<file path="src/rtl/alu_arbiter_if.sv">
// Bundle of the two requester ports, the shared-ALU port and the response port of alu_arbiter.
// slave: the arbiter side. master: the requesters, ALU and response consumer side.
interface alu_arbiter_if #(
   parameter int unsigned XLEN = 32
);
   logic            req0_valid;
   logic            req0_ready;
   logic [3:0]      req0_op;
   logic [XLEN-1:0] req0_a;
   logic [XLEN-1:0] req0_b;

   logic            req1_valid;
   logic            req1_ready;
   logic [3:0]      req1_op;
   logic [XLEN-1:0] req1_a;
   logic [XLEN-1:0] req1_b;

   logic [3:0]      alu_op;
   logic [XLEN-1:0] alu_in1;
   logic [XLEN-1:0] alu_in2;
   logic [XLEN-1:0] alu_result;
   logic            alu_cmp;
   logic            alu_zero;

   logic            rsp_valid;
   logic            rsp_ready;
   logic            rsp_id;
   logic [XLEN-1:0] rsp_result;
   logic            rsp_cmp;
   logic            rsp_zero;

   modport slave (
      input  req0_valid, req0_op, req0_a, req0_b,
      input  req1_valid, req1_op, req1_a, req1_b,
      output req0_ready, req1_ready,
      output alu_op, alu_in1, alu_in2,
      input  alu_result, alu_cmp, alu_zero,
      output rsp_valid, rsp_id, rsp_result, rsp_cmp, rsp_zero,
      input  rsp_ready
   );

   modport master (
      output req0_valid, req0_op, req0_a, req0_b,
      output req1_valid, req1_op, req1_a, req1_b,
      input  req0_ready, req1_ready,
      input  alu_op, alu_in1, alu_in2,
      output alu_result, alu_cmp, alu_zero,
      input  rsp_valid, rsp_id, rsp_result, rsp_cmp, rsp_zero,
      output rsp_ready
   );
endinterface

</file>
<file path="src/rtl/alu_arbiter.sv">
// Two-requester arbiter in front of a shared combinational ALU.
// One operation in flight: accept -> EXEC (ALU evaluates captured operands) -> RESP (held result).
// Tie-break is round-robin by default; defining ALU_ARB_FIXED_PRIO_EN makes req0 always win.
module alu_arbiter #(
   parameter int unsigned XLEN = 32
) (
   input logic          clk,
   input logic          rst_n,
   alu_arbiter_if.slave bus
);

   typedef enum logic [1:0] {
      StIdle = 2'd0,
      StExec = 2'd1,
      StResp = 2'd2
   } state_e;

   state_e          state_q, state_d;
   logic            accept_ok;
   logic            grant1;
   logic            hs;

   logic [3:0]      op_q;
   logic [XLEN-1:0] a_q;
   logic [XLEN-1:0] b_q;
   logic            id_q;

   logic            rsp_id_q;
   logic [XLEN-1:0] rsp_result_q;
   logic            rsp_cmp_q;
   logic            rsp_zero_q;

`ifdef ALU_ARB_FIXED_PRIO_EN
   // Grant req1 only when req0 is not asking
   always_comb begin
      grant1 = bus.req1_valid & ~bus.req0_valid;
   end
`else
   logic last_grant_q;

   // Grant req1 when it is alone, or on a tie when req0 was served last
   always_comb begin
      grant1 = bus.req1_valid & (~bus.req0_valid | ~last_grant_q);
   end

   // Remember who won the most recent handshake; reset value makes req0 win the first tie
   always_ff @(posedge clk or negedge rst_n) begin
      if (!rst_n) begin
         last_grant_q <= 1'b1;
      end else if (hs) begin
         last_grant_q <= grant1;
      end
   end
`endif

   // Next-state and accept window
   always_comb begin
      state_d   = state_q;
      accept_ok = 1'b0;
      case (state_q)
         StIdle: accept_ok = 1'b1;
         StExec: state_d = StResp;
         StResp: begin
            accept_ok = bus.rsp_ready;
            if (bus.rsp_ready) begin
               state_d = StIdle;
            end
         end
         default: state_d = StIdle;
      endcase
      hs = accept_ok & (bus.req0_valid | bus.req1_valid);
      if (hs) begin
         state_d = StExec;
      end
   end

   // State register
   always_ff @(posedge clk or negedge rst_n) begin
      if (!rst_n) begin
         state_q <= StIdle;
      end else begin
         state_q <= state_d;
      end
   end

   // Capture the granted requester's operation on handshake
   always_ff @(posedge clk or negedge rst_n) begin
      if (!rst_n) begin
         op_q <= '0;
         a_q  <= '0;
         b_q  <= '0;
         id_q <= 1'b0;
      end else if (hs) begin
         op_q <= grant1 ? bus.req1_op : bus.req0_op;
         a_q  <= grant1 ? bus.req1_a : bus.req0_a;
         b_q  <= grant1 ? bus.req1_b : bus.req0_b;
         id_q <= grant1;
      end
   end

   // Register the ALU outputs at the end of EXEC; held until the next EXEC
   always_ff @(posedge clk or negedge rst_n) begin
      if (!rst_n) begin
         rsp_id_q     <= 1'b0;
         rsp_result_q <= '0;
         rsp_cmp_q    <= 1'b0;
         rsp_zero_q   <= 1'b0;
      end else if (state_q == StExec) begin
         rsp_id_q     <= id_q;
         rsp_result_q <= bus.alu_result;
         rsp_cmp_q    <= bus.alu_cmp;
         rsp_zero_q   <= bus.alu_zero;
      end
   end

   // Output drive: readies depend only on state, rsp_ready, valids and arbitration state
   always_comb begin
      bus.req0_ready = accept_ok & bus.req0_valid & ~grant1;
      bus.req1_ready = accept_ok & grant1;
      bus.alu_op     = op_q;
      bus.alu_in1    = a_q;
      bus.alu_in2    = b_q;
      bus.rsp_valid  = (state_q == StResp);
      bus.rsp_id     = rsp_id_q;
      bus.rsp_result = rsp_result_q;
      bus.rsp_cmp    = rsp_cmp_q;
      bus.rsp_zero   = rsp_zero_q;
   end

endmodule
</file>
<file path="src/flat_wrapper.sv">
// flat-port wrapper written by rule: the top's interface ports become plain ports
module alu_arbiter_flat 
#(
   parameter int unsigned XLEN = 32
)
  (clk, rst_n, bus_req0_valid, bus_req0_op, bus_req0_a, bus_req0_b, bus_req1_valid, bus_req1_op, bus_req1_a, bus_req1_b, bus_req0_ready, bus_req1_ready, bus_alu_op, bus_alu_in1, bus_alu_in2, bus_alu_result, bus_alu_cmp, bus_alu_zero, bus_rsp_valid, bus_rsp_id, bus_rsp_result, bus_rsp_cmp, bus_rsp_zero, bus_rsp_ready);
  alu_arbiter_if #(.XLEN(XLEN)) bus_i ();
  input logic clk;
  input logic rst_n;
  input wire logic [$bits(bus_i.req0_valid)-1:0] bus_req0_valid;
  input wire logic [$bits(bus_i.req0_op)-1:0] bus_req0_op;
  input wire logic [$bits(bus_i.req0_a)-1:0] bus_req0_a;
  input wire logic [$bits(bus_i.req0_b)-1:0] bus_req0_b;
  input wire logic [$bits(bus_i.req1_valid)-1:0] bus_req1_valid;
  input wire logic [$bits(bus_i.req1_op)-1:0] bus_req1_op;
  input wire logic [$bits(bus_i.req1_a)-1:0] bus_req1_a;
  input wire logic [$bits(bus_i.req1_b)-1:0] bus_req1_b;
  output wire logic [$bits(bus_i.req0_ready)-1:0] bus_req0_ready;
  output wire logic [$bits(bus_i.req1_ready)-1:0] bus_req1_ready;
  output wire logic [$bits(bus_i.alu_op)-1:0] bus_alu_op;
  output wire logic [$bits(bus_i.alu_in1)-1:0] bus_alu_in1;
  output wire logic [$bits(bus_i.alu_in2)-1:0] bus_alu_in2;
  input wire logic [$bits(bus_i.alu_result)-1:0] bus_alu_result;
  input wire logic [$bits(bus_i.alu_cmp)-1:0] bus_alu_cmp;
  input wire logic [$bits(bus_i.alu_zero)-1:0] bus_alu_zero;
  output wire logic [$bits(bus_i.rsp_valid)-1:0] bus_rsp_valid;
  output wire logic [$bits(bus_i.rsp_id)-1:0] bus_rsp_id;
  output wire logic [$bits(bus_i.rsp_result)-1:0] bus_rsp_result;
  output wire logic [$bits(bus_i.rsp_cmp)-1:0] bus_rsp_cmp;
  output wire logic [$bits(bus_i.rsp_zero)-1:0] bus_rsp_zero;
  input wire logic [$bits(bus_i.rsp_ready)-1:0] bus_rsp_ready;
  assign bus_i.req0_valid = bus_req0_valid;
  assign bus_i.req0_op = bus_req0_op;
  assign bus_i.req0_a = bus_req0_a;
  assign bus_i.req0_b = bus_req0_b;
  assign bus_i.req1_valid = bus_req1_valid;
  assign bus_i.req1_op = bus_req1_op;
  assign bus_i.req1_a = bus_req1_a;
  assign bus_i.req1_b = bus_req1_b;
  assign bus_req0_ready = bus_i.req0_ready;
  assign bus_req1_ready = bus_i.req1_ready;
  assign bus_alu_op = bus_i.alu_op;
  assign bus_alu_in1 = bus_i.alu_in1;
  assign bus_alu_in2 = bus_i.alu_in2;
  assign bus_i.alu_result = bus_alu_result;
  assign bus_i.alu_cmp = bus_alu_cmp;
  assign bus_i.alu_zero = bus_alu_zero;
  assign bus_rsp_valid = bus_i.rsp_valid;
  assign bus_rsp_id = bus_i.rsp_id;
  assign bus_rsp_result = bus_i.rsp_result;
  assign bus_rsp_cmp = bus_i.rsp_cmp;
  assign bus_rsp_zero = bus_i.rsp_zero;
  assign bus_i.rsp_ready = bus_rsp_ready;
  alu_arbiter #(.XLEN(XLEN)) u_core (.clk(clk), .rst_n(rst_n), .bus(bus_i));
endmodule
</file>
<file path="config.mk">
export PLATFORM = sky130hd
export DESIGN_NAME = alu_arbiter_flat
export DESIGN_NICKNAME = d
export VERILOG_FILES = /design/src/rtl/alu_arbiter_if.sv /design/src/rtl/alu_arbiter.sv /design/src/flat_wrapper.sv
export SDC_FILE = /design/constraint.sdc
export NUM_CORES = 1
export LEC_CHECK = 0
export CORE_AREA = 2 2 109 111
export CTS_BUF_LIST = sky130_fd_sc_hd__clkbuf_4
export DETAILED_ROUTE_END_ITERATION = 6
export DIE_AREA = 0 0 111 113
export DONT_BUFFER_PORTS = 1
export PLACE_DENSITY = 0.55
export SLEW_MARGIN = 20
export SYNTH_ARGS = -nofsm -noshare
export SYNTH_HDL_FRONTEND = slang
export SYNTH_SLANG_ARGS = --single-unit
</file>
<file path="constraint.sdc">
create_clock -name clk -period 2 [get_ports clk]
set_clock_uncertainty 0.15 [all_clocks]
set_input_delay 0.4 -clock clk [delete_from_list [all_inputs] [get_ports clk]]
set_output_delay 0.4 -clock clk [all_outputs]
set_load 0.05 [all_outputs]
</file>
==> results.json, run 1 <==
{
  "synth_common_cells": "205 x sky130_fd_sc_hd__inv_1, 106 x sky130_fd_sc_hd__dfrtp_1, 68 x sky130_fd_sc_hd__a222oi_1, 35 x sky130_fd_sc_hd__mux2_2, 13 x sky130_fd_sc_hd__buf_2",
  "post-cts-setup-buffers": 6,
  "numPortBuffers": 0,
  "initial_utilization_pct": 42.1,
  "synth.yosys.warnings": 0,
  "cts_max_path_buffers": 2,
  "synthDistinctLibCells": 19,
  "numCtsBuffers": 9,
  "die_ht_um": 113,
  "netlist_instances": 455,
  "yosys.cell_count.top_type": "sky130_fd_sc_hd__inv_1",
  "yosysTopAreaCellShare_pct": 55.9,
  "async_flop_share_pct": 100,
  "clock_tree.htree_level_count": 3,
  "cts_resized": 3,
  "synth_area_leaders": "sky130_fd_sc_hd__dfrtp_1 56%, sky130_fd_sc_hd__inv_1 16%, sky130_fd_sc_hd__a222oi_1 14%, sky130_fd_sc_hd__mux2_2 8.3%, sky130_fd_sc_hd__buf_2 1.4%",
  "last-stage-reached": "clock tree synthesis (4_1_cts)",
  "synthesis.area_sq_um": 4750,
  "toolErrorMsg": "[ERROR RSZ-0060] Max buffer count reached.",
  "cts-hold-fix-buffers": 122,
  "ys_seq_elements": 107,
  "synth_top_flop_cell": "sky130_fd_sc_hd__dfrtp_1",
  "hpwlAfterDp_um": 8120,
  "clockRootBuffer": "sky130_fd_sc_hd__clkbuf_4",
  "outcome": "stopped before the end",
  "synth_edf_count": 0,
  "io_pins": 281,
  "rows": 39,
  "die_x_um": 111,
  "cts_num_sinks": 107,
  "finalWeightedCongestion": 0.786,
  "yosysTopAreaCell": "sky130_fd_sc_hd__dfrtp_1",
  "synth_seq_area_share_pct": 56.4,
  "avgSynthCellArea_sq_um": 10.4,
  "synthesis.nets": 630
}
through the flow:
step	util [%]	hold WS (ps)	setup slack [ps]	area, sq um	cells
2_1_floorplan	-	-45.6	118	4750	455
3_3_place_gp	43.7	-43.4	221	4930	581
3_5_place_dp	43.7	-43.6	144	4930	581
logic make-up after synthesis:
kind of cell | synth area share, %
and+or+nand+nor | 1.08
AOI/OAI and AO/OA | 15.1
DFF | 56.4
muxes | 8.30
buffers and inverters | 19.1
==> inputs of run 2 (changes only) <==
--- a/config.mk
+++ b/config.mk
@@ -5,12 +5,11 @@
 export SDC_FILE = /design/constraint.sdc
 export NUM_CORES = 1
 export LEC_CHECK = 0
-export CORE_AREA = 2 2 109 111
-export CTS_BUF_LIST = sky130_fd_sc_hd__clkbuf_4
+export CORE_MARGIN = 1.5
+export CORE_UTILIZATION = 30
 export DETAILED_ROUTE_END_ITERATION = 6
-export DIE_AREA = 0 0 111 113
 export DONT_BUFFER_PORTS = 1
-export PLACE_DENSITY = 0.55
+export PLACE_DENSITY_LB_ADDON = 0.15
 export SLEW_MARGIN = 20
 export SYNTH_ARGS = -nofsm -noshare
 export SYNTH_HDL_FRONTEND = slang
==> run 2 against run 1 <==
Compared with the run above: the flow now finishes, with violations (DRC, hold timing); synthesized cell count unchanged; synthesized area stayed put.
==> results.json, run 2 <==
{
  "p_per_cell_area_nw_per_um2": 2170,
  "synth_edf_count": 0,
  "io_pins": 281,
  "p_comb_share_pct": 20.3,
  "floorplan.die_area_sq_um": 16600,
  "timing.hold.ws_ps": -403,
  "cts_num_sinks": 107,
  "yosys.cell_count.top_type": "sky130_fd_sc_hd__inv_1",
  "post-route-min-period_ps": 1960,
  "netlist_instances": 455,
  "synth_area_leaders": "sky130_fd_sc_hd__dfrtp_1 56%, sky130_fd_sc_hd__inv_1 16%, sky130_fd_sc_hd__a222oi_1 14%, sky130_fd_sc_hd__mux2_2 8.3%, sky130_fd_sc_hd__buf_2 1.4%",
  "route.detailed.drc": 1,
  "initial_utilization_pct": 31.0,
  "most_used_cells_in_the_layout_excluding_fill_and_tap_cells": "205 x sky130_fd_sc_hd__inv_1, 105 x sky130_fd_sc_hd__dfrtp_1, 68 x sky130_fd_sc_hd__a222oi_1",
  "grt_antenna_before_repair": 0,
  "maximum_fanout_encountered_on_the_critical_timing_path": 6,
  "transition_time_of_the_tightest_slew_check_pin_ps": 516,
  "nets": 629,
  "overflow": 0,
  "first_iter_violations": 468,
  "synthesis.area_sq_um": 4750,
  "detail_route.vias_per_cell": 4.95,
  "finalWeightedCongestion": 0.717,
  "numCtsBuffers": 9,
  "cts_max_path_buffers": 2,
  "largest_net_degree_at_the_start_of_global_routing": 108,
  "violations": "DRC, hold timing",
  "avgSynthCellArea_sq_um": 10.4,
  "post_route_cells_drive_above_1_share_pct": 15.7,
  "yosysTopAreaCell": "sky130_fd_sc_hd__dfrtp_1",
  "crit_type": "flip-flop to primary output",
  "grt_pass1_vias": 3214,
  "static-leakage-power_nw": 3.03,
  "die_ht_um": 129,
  "pwr-share-seq_pct": 64.9,
  "timing.max_slew.rel_slack_pct": 65.6,
  "cts_tree": "done",
  "die_x_um": 129,
  "drt_pre_antenna_iters": 7,
  "antenna_nets_post_route": 0,
  "clkTransAtPathRegs_ps": 70,
  "clockRootBuffer": "sky130_fd_sc_hd__clkbuf_16",
  "fp.coreArea_sq_um": 15300,
  "yosysTopAreaCellShare_pct": 55.9,
  "postRouteWirelength_um": 12100,
  "power.switching_fraction_pct": 54.0,
  "setup-violations-final": 0,
  "rows": 45,
  "synthesis.nets": 630,
  "syn2layout_area_growth_pct": 14.4,
  "leading_cell_type_in_the_layout_fill_and_taps_excluded": "sky130_fd_sc_hd__inv_1",
  "synth_seq_area_share_pct": 56.4,
  "grt_use_total_pct": 14.3,
  "dpl.cell_count": 648,
  "cp-start-kind": "flip-flop",
  "numPortBuffers": 0,
  "post-place-ws_ps": 128,
  "finalSetupTns_ps": 0,
  "net-switching-power_w": 0.00636,
  "drt-wirelength-per-cell_um": 18.1,
  "clock_tree.htree_level_count": 3,
  "cp.required_ps": 1450,
  "worst_ep_arrival_time_ps": 1410,
  "cp_capture_type": "primary output",
  "setup_repair_after_global_routing_missed_its_margin": "yes",
  "clkLatencyLatePin_ps": 340,
  "slew_viol_final": 0,
  "synthDistinctLibCells": 19,
  "synth_common_cells": "205 x sky130_fd_sc_hd__inv_1, 106 x sky130_fd_sc_hd__dfrtp_1, 68 x sky130_fd_sc_hd__a222oi_1, 35 x sky130_fd_sc_hd__mux2_2, 13 x sky130_fd_sc_hd__buf_2",
  "wire_length_of_the_first_global_routing_pass_um": 17900,
  "ys_seq_elements": 107,
  "synth.yosys.warnings": 0,
  "layout_worst_path_cycle_share_pct": 98.2,
  "async_flop_share_pct": 100,
  "final_hold_violation_count": 107,
  "share_clk_of_total_power_pct": 14.9,
  "synth_top_flop_cell": "sky130_fd_sc_hd__dfrtp_1",
  "n_antenna_cell": 0,
  "internal_power_w": 0.00541,
  "detailroute.via_count": 3317,
  "hpwlAfterDp_um": 8250,
  "holdCritPathClass": "input port to async pin",
  "vdd.ir_drop.worst_mv": 0.793,
  "fmax_ghz": 0.509,
  "max_cap_violations": 0,
  "outcome": "finished with violations",
  "stdcell_count": 670,
  "timing.final.ws_setup_ps": 37.0
}
-- run 2: cell counts after synthesis --
No cell type changed its count.
-- run 2: cell type report --
class | count | area, sq um
clock buffer | 14 | 254
fill | 1586 | 9880
multi-input combinational | 115 | 1190
clock inverter | 2 | 35.0
tap | 211 | 264
timing repair buffer | 14 | 230
sequential | 107 | 2680
inverter | 207 | 777
-- run 2: path summary, 6_finish.rpt --
path	cells after the start	endpoint	slack, ps	start
max in group asynchronous	0	u_core.last_grant_q$_DFFE_PN1P_	1900	rst_n
worst min register to register	1	u_core.id_q$_DFFE_PN0P_	330	u_core.id_q$_DFFE_PN0P_
worst min-delay path	0	u_core.bus.rsp_result[6]$_DFFE_PN0N_	-400	rst_n
min in group clk	1	u_core.bus.rsp_cmp$_DFFE_PN0N_	50	bus_alu_cmp
worst max register to register	6	u_core.bus.alu_in1[27]$_DFFE_PN0P_	90	u_core.last_grant_q$_DFFE_PN1P_
worst max-delay path	3	bus_req1_ready	40	u_core.last_grant_q$_DFFE_PN1P_
-- run 2: what timing repair did --
action                                 CTS  global route
endpoints found under the hold margin  107           107
setup buffers                            3             0
resized for setup                        3             0
cloned                                   3             0
setup endpoints to repair                2            30
pin swaps                                1             0
-- run 2: stage by stage --
| stage | utilization, % | total power, W | cell area [sq um] |
|---|---|---|---|
| final | 35.5 | 0.0118 | 5430 |
| after floorplan | - | 0.00922 | 4750 |
| after global placement | 32.7 | 0.00989 | 5010 |
| after CTS | 35.5 | 0.0119 | 5430 |
| after global routing | 35.5 | 0.0124 | 5430 |
| after detailed placement | 32.7 | 0.00996 | 5010 |
-- run 2: kinds of logic after synthesis --
kind of cell | count (synthesis) | share of synthesized area (%)
compound gates | 73 | 15.1
flops | 107 | 56.4
mux | 35 | 8.30
simple gates | 7 | 1.08
buf+inv | 233 | 19.1
-- run 2: metal layers --
metal	global-route usage [%]	routed length, um	up-vias
li1	-	-	1463
met1	16.6	4690	1646
met2	24.2	6170	193
met3	5.24	1070	15
met4	5.02	197	0
met5	0	0	-
-- run 2: critical path, cell delays in order, from the launching register on --
cell                      delay [ps]
sky130_fd_sc_hd__dfstp_2         380
sky130_fd_sc_hd__and2_4          160
sky130_fd_sc_hd__nor4b_4         310
sky130_fd_sc_hd__buf_12          200
-- run 2: power by group through the flow --
| stage | sequential [W] | clock (W) | combinational, W |
|---|---|---|---|
| 4_1_cts | 0.00767 | 0.00183 | 0.00243 |
| 3_5_place_dp | 0.00771 | 0 | 0.00226 |
| 5_1_grt | 0.00778 | 0.00193 | 0.00267 |
| 6_report | 0.00764 | 0.00175 | 0.00239 |
| 3_3_place_gp | 0.00772 | 0 | 0.00217 |
| 2_1_floorplan | 0.00741 | 0 | 0.00182 |
No activity file was read; power rests on OpenSTA's default activity.
==> inputs of run 3 (changes only) <==
--- a/config.mk
+++ b/config.mk
@@ -10,6 +10,7 @@
 export DETAILED_ROUTE_END_ITERATION = 6
 export DONT_BUFFER_PORTS = 1
 export PLACE_DENSITY_LB_ADDON = 0.15
+export SETUP_SLACK_MARGIN = 0.1
 export SLEW_MARGIN = 20
 export SYNTH_ARGS = -nofsm -noshare
 export SYNTH_HDL_FRONTEND = slang
==> run 3 against run 2 <==
Compared with the run above: the run ends with hold timing left; sequential share of layout area down 1.5 points; clock-buffer cell count unchanged; combinational power up 10%; global-route usage grew 0.45 points; flip-flop and latch count unchanged; via count increased by 1.2%; utilization is 1.1 points higher; die area is the same; final cell count grew 1.3%.
==> results.json, run 3 (synthesis gave the netlist of run 2 again) <==
{
  "drt-wirelength-per-cell_um": 18.9,
  "grt_pass1_vias": 3264,
  "transition_time_of_the_tightest_slew_check_pin_ps": 515,
  "detail_route.vias_per_cell": 4.94,
  "die_ht_um": 129,
  "antenna_nets_post_route": 0,
  "drt_pre_antenna_iters": 7,
  "fp.coreArea_sq_um": 15300,
  "crit_type": "flip-flop to primary output",
  "post_route_cells_drive_above_1_share_pct": 17.3,
  "clkTransAtPathRegs_ps": 70,
  "violations": "hold timing",
  "timing.hold.ws_ps": -403,
  "final_area_sq_um": 5600,
  "vdd.ir_drop.worst_mv": 0.803,
  "cts_tree": "done",
  "hpwlAfterDp_um": 8250,
  "floorplan.die_area_sq_um": 16600,
  "postRouteWirelength_um": 12900,
  "setup-violations-final": 0,
  "most_used_cells_in_the_layout_excluding_fill_and_tap_cells": "205 x sky130_fd_sc_hd__inv_1, 105 x sky130_fd_sc_hd__dfrtp_1, 68 x sky130_fd_sc_hd__a222oi_1",
  "cp_capture_type": "primary output",
  "cp.required_ps": 1450,
  "die_x_um": 129,
  "timing.final.ws_setup_ps": 56.9,
  "cp-start-kind": "flip-flop",
  "largest_net_degree_at_the_start_of_global_routing": 108,
  "n_antenna_cell": 0,
  "wire_length_of_the_first_global_routing_pass_um": 18300,
  "slew_viol_final": 0,
  "grt_antenna_before_repair": 0,
  "first_iter_violations": 374,
  "io_pins": 281,
  "nets": 638,
  "grt_use_total_pct": 14.7,
  "clock_tree.htree_level_count": 3,
  "overflow": 0,
  "critical_path.cell_chain": "and2_4 -> nor4b_4 -> buf_12",
  "holdCritPathClass": "input port to async pin",
  "max_cap_violations": 0,
  "setup_repair_after_global_routing_missed_its_margin": "yes",
  "worst_ep_arrival_time_ps": 1390,
  "final_hold_violation_count": 107,
  "critical-path-max-stage-delay_ps": 380,
  "post-route-min-period_ps": 1940,
  "layout_worst_path_cycle_share_pct": 97.2,
  "power_w": 0.0120,
  "initial_utilization_pct": 31.0,
  "cts_max_path_buffers": 2,
  "fmax_ghz": 0.515,
  "rows": 45,
  "leading_cell_type_in_the_layout_fill_and_taps_excluded": "sky130_fd_sc_hd__inv_1",
  "timing.max_slew.rel_slack_pct": 65.7,
  "detailroute.via_count": 3357,
  "route.detailed.drc": 0,
  "crit_slowest_cell": "sky130_fd_sc_hd__dfstp_2",
  "numPortBuffers": 0,
  "syn2layout_area_growth_pct": 18.0,
  "maximum_fanout_encountered_on_the_critical_timing_path": 6,
  "p_per_cell_area_nw_per_um2": 2150,
  "outcome": "finished with violations",
  "cts_num_sinks": 107,
  "numCtsBuffers": 9,
  "post-place-ws_ps": 128,
  "placed_area_sq_um": 5010,
  "clockRootBuffer": "sky130_fd_sc_hd__clkbuf_16",
  "static-leakage-power_nw": 3.11,
  "finalWeightedCongestion": 0.717,
  "clkLatencyLatePin_ps": 340
}
run 3: metal layers:
layer	wire, um	part of all wire (%)	track usage [%]
met1	4980	39	17.2
met2	6600	51	25.1
met3	1090	8.4	5.24
met4	197	1.5	5.02
met5	0	0	0
run 3: final timing paths:
kind                       depth (start not counted)  slack (ps)                            start                                   end
setup reg to reg                                   6         200  u_core.last_grant_q$_DFFE_PN1P_    u_core.bus.alu_in1[27]$_DFFE_PN0P_
max in group asynchronous                          0        1900                            rst_n       u_core.last_grant_q$_DFFE_PN1P_
hold / removal                                     0        -400                            rst_n  u_core.bus.rsp_result[6]$_DFFE_PN0N_
hold reg to reg                                    1         330          u_core.id_q$_DFFE_PN0P_               u_core.id_q$_DFFE_PN0P_
min in group clk                                   1          50                      bus_alu_cmp        u_core.bus.rsp_cmp$_DFFE_PN0N_
setup / recovery                                   3          60  u_core.last_grant_q$_DFFE_PN1P_                        bus_req1_ready
run 3: layout make-up:
type / instances / area, sq um
timing repair buffer: 23 / 403
clock inverter: 2 / 35.0
clock buffer: 14 / 254
fill: 1574 / 9710
sequential: 107 / 2680
multi-input combinational: 115 / 1190
inverter: 207 / 777
tap: 211 / 264
run 3: critical path, delay by kind of cell, from the launching register on:
kind / cells / cell delay (ps)
AND/OR/NAND/NOR: 2 / 450
flip-flops: 1 / 380
buffers and inverters: 1 / 210
run 3: repair_timing:
action | in CTS | in global routing
pin swaps | 2 | 4
setup endpoints to repair | 2 | 49
gates cloned | 5 | 2
buffers inserted | 6 | 2
hold endpoints to repair | 107 | 107
gates resized for setup | 3 | 7
run 3: power by group:
part / total [W] / internal [W] / leakage, nW / switching [W]
registers: 0.00764 / 0.00317 / 1.20 / 0.00447
clock network: 0.00175 / 0.00101 / 0.141 / 0.000741
logic: 0.00264 / 0.00141 / 1.77 / 0.00123
run 3: per-stage QoR:
| stage | cells | setup TNS, ps | utilization (%) | hold WS (ps) |
|---|---|---|---|---|
| finish | 679 | 0 | 36.6 | -403 |
| floorplan | 455 | 0 | - | -45.6 |
| CTS | 675 | 0 | 36.0 | -426 |
| global placement | 648 | 0 | 32.7 | -43.5 |
| detailed placement | 648 | 0 | 32.7 | -43.2 |
| global route | 679 | -14.4 | 36.6 | -434 |
==> inputs of run 4 (changes only) <==
--- a/config.mk
+++ b/config.mk
@@ -5,8 +5,9 @@
 export SDC_FILE = /design/constraint.sdc
 export NUM_CORES = 1
 export LEC_CHECK = 0
+export ABC_AREA = 1
 export CORE_MARGIN = 1.5
-export CORE_UTILIZATION = 30
+export CORE_UTILIZATION = 35
 export DETAILED_ROUTE_END_ITERATION = 6
 export DONT_BUFFER_PORTS = 1
 export PLACE_DENSITY_LB_ADDON = 0.15
==> run 4 against run 3 <==
Compared with the run above: the flow still finishes with violations (hold timing); sequential share of layout area increased by 0.12 points; synthesized area grew 8.1%; wire length rose by 5.5%; sequential power fell by 2%; combinational power decreased by 6%; global-route usage rose by 2.3 points.
==> results.json, run 4 <==
{
  "synth_common_cells": "416 x sky130_fd_sc_hd__nand2_1, 106 x sky130_fd_sc_hd__dfrtp_1, 103 x sky130_fd_sc_hd__nand3_1, 18 x sky130_fd_sc_hd__buf_2, 12 x sky130_fd_sc_hd__clkbuf_1",
  "layout_worst_path_cycle_share_pct": 95.7,
  "synth_top_family_by_area": "simple AND/OR/NAND/NOR gates",
  "yosys.cell_count.top_type": "sky130_fd_sc_hd__nand2_1",
  "grt_use_total_pct": 17.0,
  "die_x_um": 124,
  "worst_ep_arrival_time_ps": 1360,
  "holdCritPathClass": "input port to async pin",
  "regToRegStartpoint": "u_core.last_grant_q$_DFFE_PN1P_",
  "finalSetupTns_ps": 0,
  "max_cap_violations": 0,
  "netlist_instances": 689,
  "fp.coreArea_sq_um": 14400,
  "synthAdderAreaFrac_pct": 0,
  "cp-start-kind": "flip-flop",
  "cts_tree": "done",
  "largest_net_degree_at_the_start_of_global_routing": 108,
  "clkLatencyLatePin_ps": 340,
  "synth_top_flop_cell": "sky130_fd_sc_hd__dfrtp_1",
  "drt-wirelength-per-cell_um": 15.8,
  "yosysTopAreaCell": "sky130_fd_sc_hd__dfrtp_1",
  "ff_latch_area_sq_um": 2680,
  "setup-violations-final": 0,
  "initial_utilization_pct": 35.6,
  "critical-path-max-stage-delay_ps": 550,
  "synth_edf_count": 0,
  "rows": 44,
  "violations": "hold timing",
  "antenna_nets_post_route": 0,
  "fill_cells": 1512,
  "numCtsBuffers": 9,
  "grt_pass1_vias": 3948,
  "setup_repair_after_global_routing_missed_its_margin": "yes",
  "slew_viol_final": 0,
  "avgSynthCellArea_sq_um": 7.45,
  "syn2layout_area_growth_pct": 8.85,
  "floorplan.die_area_sq_um": 15400,
  "fmax_ghz": 0.523,
  "crit_slowest_cell": "sky130_fd_sc_hd__dfstp_2",
  "detail_route.vias_per_cell": 4.98,
  "clock_tree.htree_level_count": 3,
  "worst_r2r_endpoint": "u_core.bus.alu_in2[25]$_DFFE_PN0P_",
  "cp.required_ps": 1450,
  "post_synthesis_compound_gate_area_fraction_pct": 0.0975,
  "maximum_fanout_encountered_on_the_critical_timing_path": 2,
  "share_of_cell_area_taken_by_muxes_after_synthesis_pct": 0,
  "leading_cell_type_in_the_layout_fill_and_taps_excluded": "sky130_fd_sc_hd__nand2_1",
  "ys_seq_elements": 107,
  "postRouteWirelength_um": 13600,
  "route.detailed.drc": 0,
  "async_flop_share_pct": 100,
  "p_per_cell_area_nw_per_um2": 2120,
  "synthesis.area_sq_um": 5130,
  "cts_max_path_buffers": 2,
  "synth_seq_area_share_pct": 52.2,
  "synth-simple-area-share_pct": 41.7,
  "clockRootBuffer": "sky130_fd_sc_hd__clkbuf_16",
  "synth_area_leaders": "sky130_fd_sc_hd__dfrtp_1 52%, sky130_fd_sc_hd__nand2_1 30%, sky130_fd_sc_hd__nand3_1 10%, sky130_fd_sc_hd__buf_6 2.0%, sky130_fd_sc_hd__buf_2 1.8%",
  "clkTransAtPathRegs_ps": 70,
  "die_ht_um": 124,
  "wire_length_of_the_first_global_routing_pass_um": 20100,
  "final_hold_violation_count": 107,
  "overflow": 0,
  "transition_time_of_the_tightest_slew_check_pin_ps": 683,
  "finalWeightedCongestion": 0.806,
  "most_used_cells_in_the_layout_excluding_fill_and_tap_cells": "415 x sky130_fd_sc_hd__nand2_1, 106 x sky130_fd_sc_hd__dfrtp_1, 103 x sky130_fd_sc_hd__nand3_1",
  "reg2reg_setup_slack_ps": 280,
  "timing.max_slew.rel_slack_pct": 54.5,
  "worst-r2r-cell-count": 7,
  "post_synth_xor_xnor_area_pct": 0,
  "first_iter_violations": 176,
  "hpwlAfterDp_um": 9300,
  "power_w": 0.0118,
  "outcome": "finished with violations",
  "static-leakage-power_nw": 3.12,
  "crit_path_frequent_cell": "sky130_fd_sc_hd__nand2_4",
  "synth.yosys.warnings": 0,
  "cp_capture_type": "primary output",
  "critical_path_buf_inv_count": 2,
  "post_route_cells_drive_above_1_share_pct": 6.37,
  "detailroute.via_count": 4280,
  "drt_pre_antenna_iters": 6,
  "grt_antenna_before_repair": 0,
  "post-route-min-period_ps": 1910,
  "synthDistinctLibCells": 17,
  "io_pins": 281,
  "multiInputGateArea_sq_um": 2170,
  "numPortBuffers": 0,
  "vdd.ir_drop.worst_mv": 0.628,
  "crit_type": "flip-flop to primary output",
  "cts_num_sinks": 107,
  "crit_family": "flip-flops",
  "critical_path.cell_chain": "nand2_4 -> nand2_4 -> inv_2 -> nor3_4 -> buf_12",
  "nets": 845,
  "n_antenna_cell": 0,
  "yosysTopAreaCellShare_pct": 51.7,
  "synthesis.nets": 864,
  "timing.hold.ws_ps": -402
}
-- run 4: cell count changes after synthesis, moves of 3 or more --
cell / before / now
sky130_fd_sc_hd__a222oi_1: 68 / 0
sky130_fd_sc_hd__buf_2: 13 / 18
sky130_fd_sc_hd__buf_4: 0 / 5
sky130_fd_sc_hd__buf_6: 2 / 9
sky130_fd_sc_hd__inv_1: 205 / 6
sky130_fd_sc_hd__mux2_2: 35 / 0
sky130_fd_sc_hd__nand2_1: 0 / 416
sky130_fd_sc_hd__nand2_2: 0 / 3
sky130_fd_sc_hd__nand3_1: 1 / 103
-- run 4: routing by layer --
metal	routed length, um	share of wire, %	track usage [%]
met5	0	0	0
met4	297	2.2	7.88
met3	1410	10	5.86
met2	6390	47	27.3
met1	5470	40	20.4
-- run 4: power by group --
part	total [W]	leakage (nW)	switching (W)	internal [W]
Sequential	0.00746	1.32	0.00433	0.00313
Combinational	0.00248	1.64	0.00164	0.000843
Clock	0.00191	0.157	0.000778	0.00113
Total	0.0118	3.12	0.00674	0.00511
-- run 4: logic make-up (layout without fill, tap and decap cells) --
logic type / after synthesis / count (layout)
flip-flops: 107 / 107
AO/OA/AOI/OAI: 1 / 1
buffers and inverters: 53 / 39
AND/OR/NAND/NOR: 528 / 528
-- run 4: repair_timing --
item | 4_1_cts | 5_1_grt
resized for setup | 4 | 3
gates cloned | 0 | 0
buffers inserted | 2 | 0
setup endpoints to repair | 2 | 4
endpoints found under the hold margin | 107 | 107
pin swaps | 3 | 3
-- run 4: worst max-delay path by stage --
stage                                          from        endpoint  cells after the start
floorplan           u_core.last_grant_q$_DFFE_PN1P_  bus_req0_ready                      5
global placement                      bus_rsp_ready  bus_req0_ready                      5
detailed placement                    bus_rsp_ready  bus_req0_ready                      5
CTS                 u_core.last_grant_q$_DFFE_PN1P_  bus_req0_ready                      5
global route        u_core.last_grant_q$_DFFE_PN1P_  bus_req0_ready                      5
finish              u_core.last_grant_q$_DFFE_PN1P_  bus_req0_ready                      5
-- run 4: layout make-up --
cell class | instances | area share (%)
Clock buffer | 12 | 4.41
Clock inverter | 4 | 1.32
Inverter | 7 | 0.470
Multi-Input combinational cell | 529 | 38.9
Sequential cell | 107 | 48.0
Tap cell | 184 | 4.12
Timing Repair Buffer | 16 | 2.80
-- run 4: worst reg2reg max path: stages (launching register included) --
cell	delay (ps)
sky130_fd_sc_hd__dfstp_2	380
sky130_fd_sc_hd__nand2_4	70
sky130_fd_sc_hd__buf_4	100
sky130_fd_sc_hd__buf_4	530
sky130_fd_sc_hd__nand3_1	190
sky130_fd_sc_hd__nand2_1	120
sky130_fd_sc_hd__nand2_1	50
sky130_fd_sc_hd__nand2_1	60
-- run 4: metrics by stage --
| step | worst slack, ps | hold WS [ps] | area, sq um | instances | util, % |
|---|---|---|---|---|---|
| after floorplan | 97.2 | -45.6 | 5150 | 689 | - |
| after global placement | 381 | -43.3 | 5230 | 841 | 36.2 |
| after detailed placement | 367 | -43.5 | 5230 | 841 | 36.2 |
| after CTS | -6.97 | -420 | 5580 | 859 | 38.7 |
| after global routing | 20.7 | -430 | 5590 | 859 | 38.7 |
| final | 86.6 | -402 | 5590 | 859 | 38.7 |
